===== config.mk =====
export PLATFORM = sky130hd
export DESIGN_NAME = ram_bist
export DESIGN_NICKNAME = d
export VERILOG_FILES = /design/src/rtl/ram_bist_pkg.sv /design/src/rtl/ram_bist_pattern.sv /design/src/rtl/ram_bist.sv
export SDC_FILE = /design/constraint.sdc
export NUM_CORES = 1
export LEC_CHECK = 0
export BUFFER_PORTS_ARGS = -buffer_cell sky130_fd_sc_hd__buf_2
export CORE_MARGIN = 10
export CORE_UTILIZATION = 25
export CTS_BUF_LIST = sky130_fd_sc_hd__clkbuf_4
export DETAILED_ROUTE_END_ITERATION = 7
export HOLD_SLACK_MARGIN = 0.1
export PLACE_DENSITY = 0.49
export SKIP_CTS_REPAIR_TIMING = 1
export SLEW_MARGIN = 10
export SYNTH_ARGS = -nofsm -noshare
export SYNTH_HDL_FRONTEND = slang
export SYNTH_HIERARCHICAL = 1
export SYNTH_SLANG_ARGS = --single-unit

===== constraint.sdc =====
create_clock -name clk -period 2.1 [get_ports clk]
set_clock_uncertainty 0.1 [all_clocks]
set_input_delay 0.105 -clock clk [delete_from_list [all_inputs] [get_ports clk]]
set_output_delay 0.105 -clock clk [all_outputs]
set_load 0.02 [all_outputs]

===== src/rtl/ram_bist_pkg.sv =====
// rtl/ram_bist_pkg.sv - shared types and constants for the RAM built-in self test
// Purpose: FSM state encoding, test pattern base constant and error counter width.
// Ports: none (package).
package ram_bist_pkg;

  typedef enum logic [2:0] {
    ST_IDLE,
    ST_WRITE,
    ST_READ,
    ST_DRAIN,
    ST_DONE
  } state_t;

  // Alternating 1010... constant, MSB set; word-wide slices are taken from the top.
  localparam logic [63:0] PAT_BASE = {32{2'b10}};

  localparam int ERR_W = 16;

endpackage


===== src/rtl/ram_bist_pattern.sv =====
// rtl/ram_bist_pattern.sv - test pattern generator PAT(a) / ~PAT(a)
// Purpose: word = resize(addr) ^ alternating constant, optionally inverted.
// Ports:
//   addr   in   ADDR_W     word address
//   invert in   1          select ~PAT(addr)
//   word   out  BIT_DEPTH  pattern word
module ram_bist_pattern
  import ram_bist_pkg::*;
#(
  parameter int ADDR_W    = 7,
  parameter int BIT_DEPTH = 8
) (
  input  logic [ADDR_W-1:0]    addr,
  input  logic                 invert,
  output logic [BIT_DEPTH-1:0] word
);

  // Top BIT_DEPTH bits of the base so the slice always starts with a 1.
  localparam logic [BIT_DEPTH-1:0] ALT = PAT_BASE[63 -: BIT_DEPTH];

  logic [BIT_DEPTH-1:0] addr_ext;

  generate
    if (BIT_DEPTH > ADDR_W) begin : g_ext
      assign addr_ext = {{(BIT_DEPTH - ADDR_W){1'b0}}, addr};
    end else begin : g_trunc
      assign addr_ext = addr[BIT_DEPTH-1:0];
    end
  endgenerate

  assign word = invert ? ~(addr_ext ^ ALT) : (addr_ext ^ ALT);

endmodule


===== src/rtl/ram_bist.sv =====
// rtl/ram_bist.sv - march-style write/read-compare self test for a single-port RAM
// Purpose: writes PAT(a) to every word, reads back and compares with a one-stage
//   pipeline, reports pass/first failing address/saturating error count.
// Optional macro RAM_BIST_INVERT_PASS_EN: adds a second pass using ~PAT(a).
// Ports:
//   clk, rst_n     clock, asynchronous active-low reset
//   start          begin test (honoured only in IDLE/DONE)
//   busy, done     test running / test complete (held until next start)
//   pass           no mismatches (valid while done)
//   fail_addr      first mismatching address
//   err_count      saturating mismatch count
//   mem_addr, mem_wen, mem_data_in   RAM request
//   mem_data_out   RAM read data, one cycle after the address
module ram_bist
  import ram_bist_pkg::*;
#(
  parameter int BIT_SIZE  = 1024,
  parameter int BIT_DEPTH = 8,
  localparam int DEPTH    = BIT_SIZE / BIT_DEPTH,
  localparam int ADDR_W   = $clog2(DEPTH)
) (
  input  logic                 clk,
  input  logic                 rst_n,
  input  logic                 start,
  output logic                 busy,
  output logic                 done,
  output logic                 pass,
  output logic [ADDR_W-1:0]    fail_addr,
  output logic [ERR_W-1:0]     err_count,
  output logic [ADDR_W-1:0]    mem_addr,
  output logic                 mem_wen,
  output logic [BIT_DEPTH-1:0] mem_data_in,
  input  logic [BIT_DEPTH-1:0] mem_data_out
);

  localparam logic [ADDR_W-1:0] LAST = ADDR_W'(DEPTH - 1);

  state_t               state_q, state_d;
  logic [ADDR_W-1:0]    addr_q;
  logic [BIT_DEPTH-1:0] pat_word;
  logic [BIT_DEPTH-1:0] exp_q;
  logic [ADDR_W-1:0]    exp_addr_q;
  logic                 cmp_valid_q;
  logic                 invert;
  logic                 accept;
  logic                 last_addr;
  logic                 mismatch;

`ifdef RAM_BIST_INVERT_PASS_EN
  logic second_q;
  assign invert = second_q;
`else
  assign invert = 1'b0;
`endif

  assign accept    = start && (state_q == ST_IDLE || state_q == ST_DONE);
  assign last_addr = (addr_q == LAST);
  assign mismatch  = cmp_valid_q && (mem_data_out != exp_q);

  // One generator serves both the write data and the expected read data.
  ram_bist_pattern #(
    .ADDR_W   (ADDR_W),
    .BIT_DEPTH(BIT_DEPTH)
  ) u_pattern (
    .addr  (addr_q),
    .invert(invert),
    .word  (pat_word)
  );

  always_ff @(posedge clk or negedge rst_n) begin
    if (!rst_n) begin
      state_q <= ST_IDLE;
    end else begin
      state_q <= state_d;
    end
  end

  always_comb begin
    state_d = state_q;
    case (state_q)
      ST_IDLE, ST_DONE: if (start) state_d = ST_WRITE;
      ST_WRITE:         if (last_addr) state_d = ST_READ;
      ST_READ:          if (last_addr) state_d = ST_DRAIN;
`ifdef RAM_BIST_INVERT_PASS_EN
      ST_DRAIN:         state_d = second_q ? ST_DONE : ST_WRITE;
`else
      ST_DRAIN:         state_d = ST_DONE;
`endif
      default:          state_d = ST_IDLE;
    endcase
  end

  always_ff @(posedge clk or negedge rst_n) begin
    if (!rst_n) begin
      addr_q      <= '0;
      exp_q       <= '0;
      exp_addr_q  <= '0;
      cmp_valid_q <= 1'b0;
      fail_addr   <= '0;
      err_count   <= '0;
`ifdef RAM_BIST_INVERT_PASS_EN
      second_q    <= 1'b0;
`endif
    end else begin
      // Read address a is compared one cycle later, when the RAM data arrives.
      cmp_valid_q <= (state_q == ST_READ);
      if (state_q == ST_READ) begin
        exp_q      <= pat_word;
        exp_addr_q <= addr_q;
      end
      if (state_q == ST_WRITE || state_q == ST_READ) begin
        addr_q <= last_addr ? '0 : addr_q + 1'b1;
      end
`ifdef RAM_BIST_INVERT_PASS_EN
      if (state_q == ST_DRAIN) second_q <= 1'b1;
`endif
      if (accept) begin
        addr_q    <= '0;
        fail_addr <= '0;
        err_count <= '0;
`ifdef RAM_BIST_INVERT_PASS_EN
        second_q  <= 1'b0;
`endif
      end else if (mismatch) begin
        // Counter saturates, so zero reliably marks the first mismatch.
        if (err_count == '0) fail_addr <= exp_addr_q;
        if (err_count != '1) err_count <= err_count + 1'b1;
      end
    end
  end

  assign busy        = (state_q == ST_WRITE) || (state_q == ST_READ) || (state_q == ST_DRAIN);
  assign done        = (state_q == ST_DONE);
  assign pass        = done && (err_count == '0);
  assign mem_wen     = (state_q == ST_WRITE);
  assign mem_addr    = (state_q == ST_WRITE || state_q == ST_READ) ? addr_q : '0;
  assign mem_data_in = (state_q == ST_WRITE) ? pat_word : '0;

endmodule


Word-level counts from Yosys, hierarchy flattened
Cells that the tools add are included.

Eq/ne operators: 10. $add $sub $neg: 2. Bitwise operators: 1. Reductions and logical operators: 16. Multiplexer cells: 15.

Operators by type and width (count): 7-bit 2-to-1 mux (7); 16-bit 2-to-1 mux (3); 16-bit by 1-bit adder with 16-bit output, second input constant (1); 16-bit logical NOT (1); 16-bit != test, second input constant (1); 3-bit one-hot mux with 4 select lines (1); 3-bit 2-to-1 mux (3); 8-bit 2-to-1 mux (1); 8-bit != test (1); 2-bit nonzero test (4); 7-bit by 1-bit adder with 7-bit output, second input constant (1); 7-bit == test, second input constant (1); 3-bit by 2-bit == test with 1-bit output, second input constant (2); 2-bit != test, second input constant (2); 3-bit NOT with 4-bit output (1); 2-bit AND reduction (2); 3-bit by 1-bit == test with 1-bit output, second input constant (1); 3-bit == test, second input constant (1); 1-bit logical AND (3); 3-bit logical NOT (1); 1-bit logical OR (3); 3-bit AND reduction (1); 2-bit by 1-bit != test with 1-bit output, second input constant (1); 2-bit OR reduction (1).

Word-level logic and storage cells: 51. Output and inout bits: 42. Bits of input ports: 11. Register bits after elaboration: 49.

Logic depth before layout (Yosys ltp)
Word-level depth: 5. Mapped depth: 7. Gate-level depth less buffers: 7.

Hierarchy
Netlist, hierarchy kept.

By module, submodules not included: ram_bist (area an instance 2621.3 um^2, instances 1, cells an instance 258, sequential area each 1226.2 um^2); ram_bist_pattern (area an instance 76.3 um^2, instances 1, cells an instance 9, sequential area each 0.0 um^2).

Least setup slack after synthesis
Ideal clock, no wire load.

Path type: reg-to-reg. Start: register err_count[1]. End: register err_count[9]. Path slack: 0.014 ns. Path buffers: 1. Cell stages (with the launch flop): 8. Arrival: 1.850 ns. Setup time: 0.136 ns. Data required time: 1.864 ns. Clock period less this slack: 2.086 ns. Path through: dfrtp_1 > ha_1 > nand4_4 > or4_4 > buf_6 > nand2_8 > or4_1 > a21oi_2.

Word-level cells in the longest chain between the ends: 4. Elaborated cells between the ends (all ways): 7. Classes of those cells: add/sub: 1; eq/ne: 1; mux: 3; reduce/logical: 2.

RTL lines: from (decl) (RTL line ram_bist.sv:29) `output logic [ERR_W-1:0] err_count,`; from (signal assigned) (RTL line ram_bist.sv:127) `if (err_count != '1) err_count <= err_count + 1'b1;`; 16-bit by 1-bit adder with 16-bit output (RTL line ram_bist.sv:127); 16-bit 2-to-1 mux (RTL line ram_bist.sv:127); 16-bit 2-to-1 mux (RTL line ram_bist.sv:124) `end else if (mismatch) begin`; 16-bit 2-to-1 mux (RTL line ram_bist.sv:117) `if (accept) begin`.

Parallel ways exist; a longest one is shown, timed or not. The select of a mux whose other input is x is not followed. A chain may end at the register's enable or synchronous reset.

Final worst setup path
Start: register err_count[0]. End: output port pass.

Word-level cells in the longest chain between the ends: 2.

RTL lines: 16-bit logical NOT (RTL line ram_bist.sv:134) `assign pass = done && (err_count == '0);`; 1-bit logical AND (RTL line ram_bist.sv:134); to (decl) (RTL line ram_bist.sv:27) `output logic pass,`.

Every way passes these cells.

==> flow_metrics.tcl <==
set metrics [dict create \
    clk_pin_slew_ps 150 \
    fin_hold_ws_ps 83.7 \
    num-nets-final 348 \
    core_area_sq_um 10400 \
    multiInputGateArea_sq_um 1400 \
    firstDrtPassIters 4 \
    vias 2271 \
    cts_max_level 2 \
    ant_nets 0 \
    outcome "finished, final reports clean" \
    globalplace.congestion 0.812 \
    mostFrequentLayoutCell "buf_2" \
    p_per_area_nw_per_um2 668 \
    dieArea_sq_um 15300 \
    synth_edf_count 0 \
    grt_pass1_vias 2295 \
    clock-root-buffer "clkbuf_4" \
    synth_top_cell_area_share_pct 45.5 \
    cap_viol_max_count 0 \
    first_iter_violations 126 \
    seq_area_frac_synth_pct 45.5 \
    final_cell_mix "buf_2, dfrtp_1, nor2_1" \
    drive_above_1_share_pct 31.3 \
    io_buffers 52 \
    finalCritPeriodShare_pct 94.9 \
    yosys.area_share.adder_pct 1.39 \
    leakage_uw 0.00164 \
    grt_pass1_wl_um 11900 \
    die_y_um 124 \
    clkSinkCount 49 \
    hpwl_um 5490 \
    synth_xor_area_share_pct 5.19 \
    synth.area.mux_share_pct 9.60 \
    grt_max_degree 23 \
    pre_cts_ws_ps 97.3 \
    totalWireLength_um 7440 \
    vias_per_cell 4.82 \
    seq_area_sq_um 1230 \
    synth_cell_types 46 \
    yosysWarnings 6 \
    cts_tree "yes" \
    synth.area.top_cells "dfrtp_1, mux2_2, xnor2_1" \
    fmax_mhz 502 \
    cts_buffer_depth 2 \
    setup_slack_ps 106 \
    clk-insertion-delay-late_ps 370 \
    end_kind "output port" \
    die_x_um 124 \
    synth_top_area_cell "dfrtp_1" \
    antenna_found_initial 0 \
    synth_top_family_by_area "simple AND/OR/NAND/NOR gates" \
    start_kind "flip-flop" \
    required_ps 1890 \
    syn_to_final_growth_pct 23.1 \
    setup_viol 0 \
    synthCells 267 \
    synth-simple-area-share_pct 23.2 \
    finalMaxSlewViolations 0 \
    drt-wirelength-per-cell_um 15.8 \
    hp-class "in2async" \
    diodes 0 \
    fill_cells 1131 \
    ios 53 \
    rsz0062_at_grt "yes" \
    syn_area_sq_um 2700 \
    drc 0 \
    path_max_fanout 5 \
    ir_drop_v 0.000634 \
    synth_area_per_cell_sq_um 10.1 \
    rows 37 \
    synthArstFlopShare_pct 100 \
    synth-main-ff-cell "dfrtp_1" \
    path_class "reg2out" \
    synth_compound_area_share_pct 11.4 \
    arrival_ps 1790 \
    placed_cells 459 \
    cts_made_buffers 5 \
    hold_violations 0 \
    initial_utilization_pct 25.9 \
    grtUsageTotal_pct 9.62 \
    synth_seq_cells 49 \
    finalNonFillerCells 471 \
    synth_fp_nets 281 \
    grt-ovfl-total 0 \
    fin_crit_ps 1990 \
]
## state kept, by name (all words and copies together), names as in the netlist
name	flops
addr_q	7
cmp_valid_q	1
err_count	16
exp_addr_q	7
exp_q	8
fail_addr	7
state_q	3
## cell families after synthesis
family,after synthesis
simple gates,106
buf+inv,21
other cells,1
fa+ha+maj,3
compound gates,47
mux,24
flops,49
xor+xnor,16
## power by group
| part | internal (uW) | switching (uW) |
|---|---|---|
| Clock | 134 | 327 |
| Sequential | 996 | 79.0 |
| Combinational | 269 | 413 |
| Total | 1400 | 819 |
## metal layers
metal,part of all wire (%),wire length (um),up-vias,GRT usage (%)
met5,0,0,-,0
met4,0.48,36,0,1.75
met3,6.4,477,5,2.58
met2,48,3580,55,15.7
met1,45,3350,1120,12.6
li1,-,-,1091,-
## synthesized netlist by cell type, types with 5 or more instances
cell type / count
a21oi_1: 12
and2_1: 15
clkbuf_1: 6
dfrtp_1: 49
inv_1: 9
mux2_2: 15
mux2i_1: 9
nand2_1: 15
nand2b_1: 5
nand3_1: 10
nand4_1: 8
nor2_1: 22
nor4_1: 6
o21ai_0: 9
o31ai_1: 8
or4_1: 7
xnor2_1: 11
xor2_1: 5
## path summary, 6_finish.rpt
path	start	endpoint	slack (ps)	cells after the start
setup / recovery	err_count[0]$_DFFE_PN0P_	pass	110	6
hold / removal	rst_n	err_count[3]$_DFFE_PN0P_	80	2
setup reg to reg	err_count[1]$_DFFE_PN0P_	err_count[12]$_DFFE_PN0P_	140	6
hold reg to reg	exp_addr_q[6]$_DFFE_PN0P_	exp_addr_q[6]$_DFFE_PN0P_	430	1
max in group asynchronous	rst_n	addr_q[6]$_DFFE_PN0P_	1230	3
min in group clk	mem_data_out[3]	err_count[13]$_DFFE_PN0P_	410	6
## worst max-delay path, cell delays in order (launching register included)
cell     delay, ps
dfrtp_1        440
inv_1          100
ha_1           160
nor3b_2        160
and4_1         260
nor2b_4        170
buf_4          150
## area by class of cell
cell class / count / share of cell area, %
Tap cell: 136 / 5.12
Multi-Input combinational cell: 197 / 42.2
Timing Repair Buffer: 72 / 13.0
Clock inverter: 3 / 0.640
Sequential cell: 49 / 36.9
Clock buffer: 5 / 1.13
Inverter: 9 / 1.02
## stage by stage
step | total power [uW] | area, sq um | TNS [ps] | util, %
2_1_floorplan | 1490 | 2700 | 0 | -
3_3_place_gp | 1770 | 3200 | 0 | 30.7
3_5_place_dp | 1770 | 3200 | 0 | 30.7
4_1_cts | 2260 | 3250 | -48.7 | 31.2
5_1_grt | 2370 | 3320 | -52.2 | 31.9
6_report | 2220 | 3320 | 0 | 31.9
(Power assumes the default switching activity.)
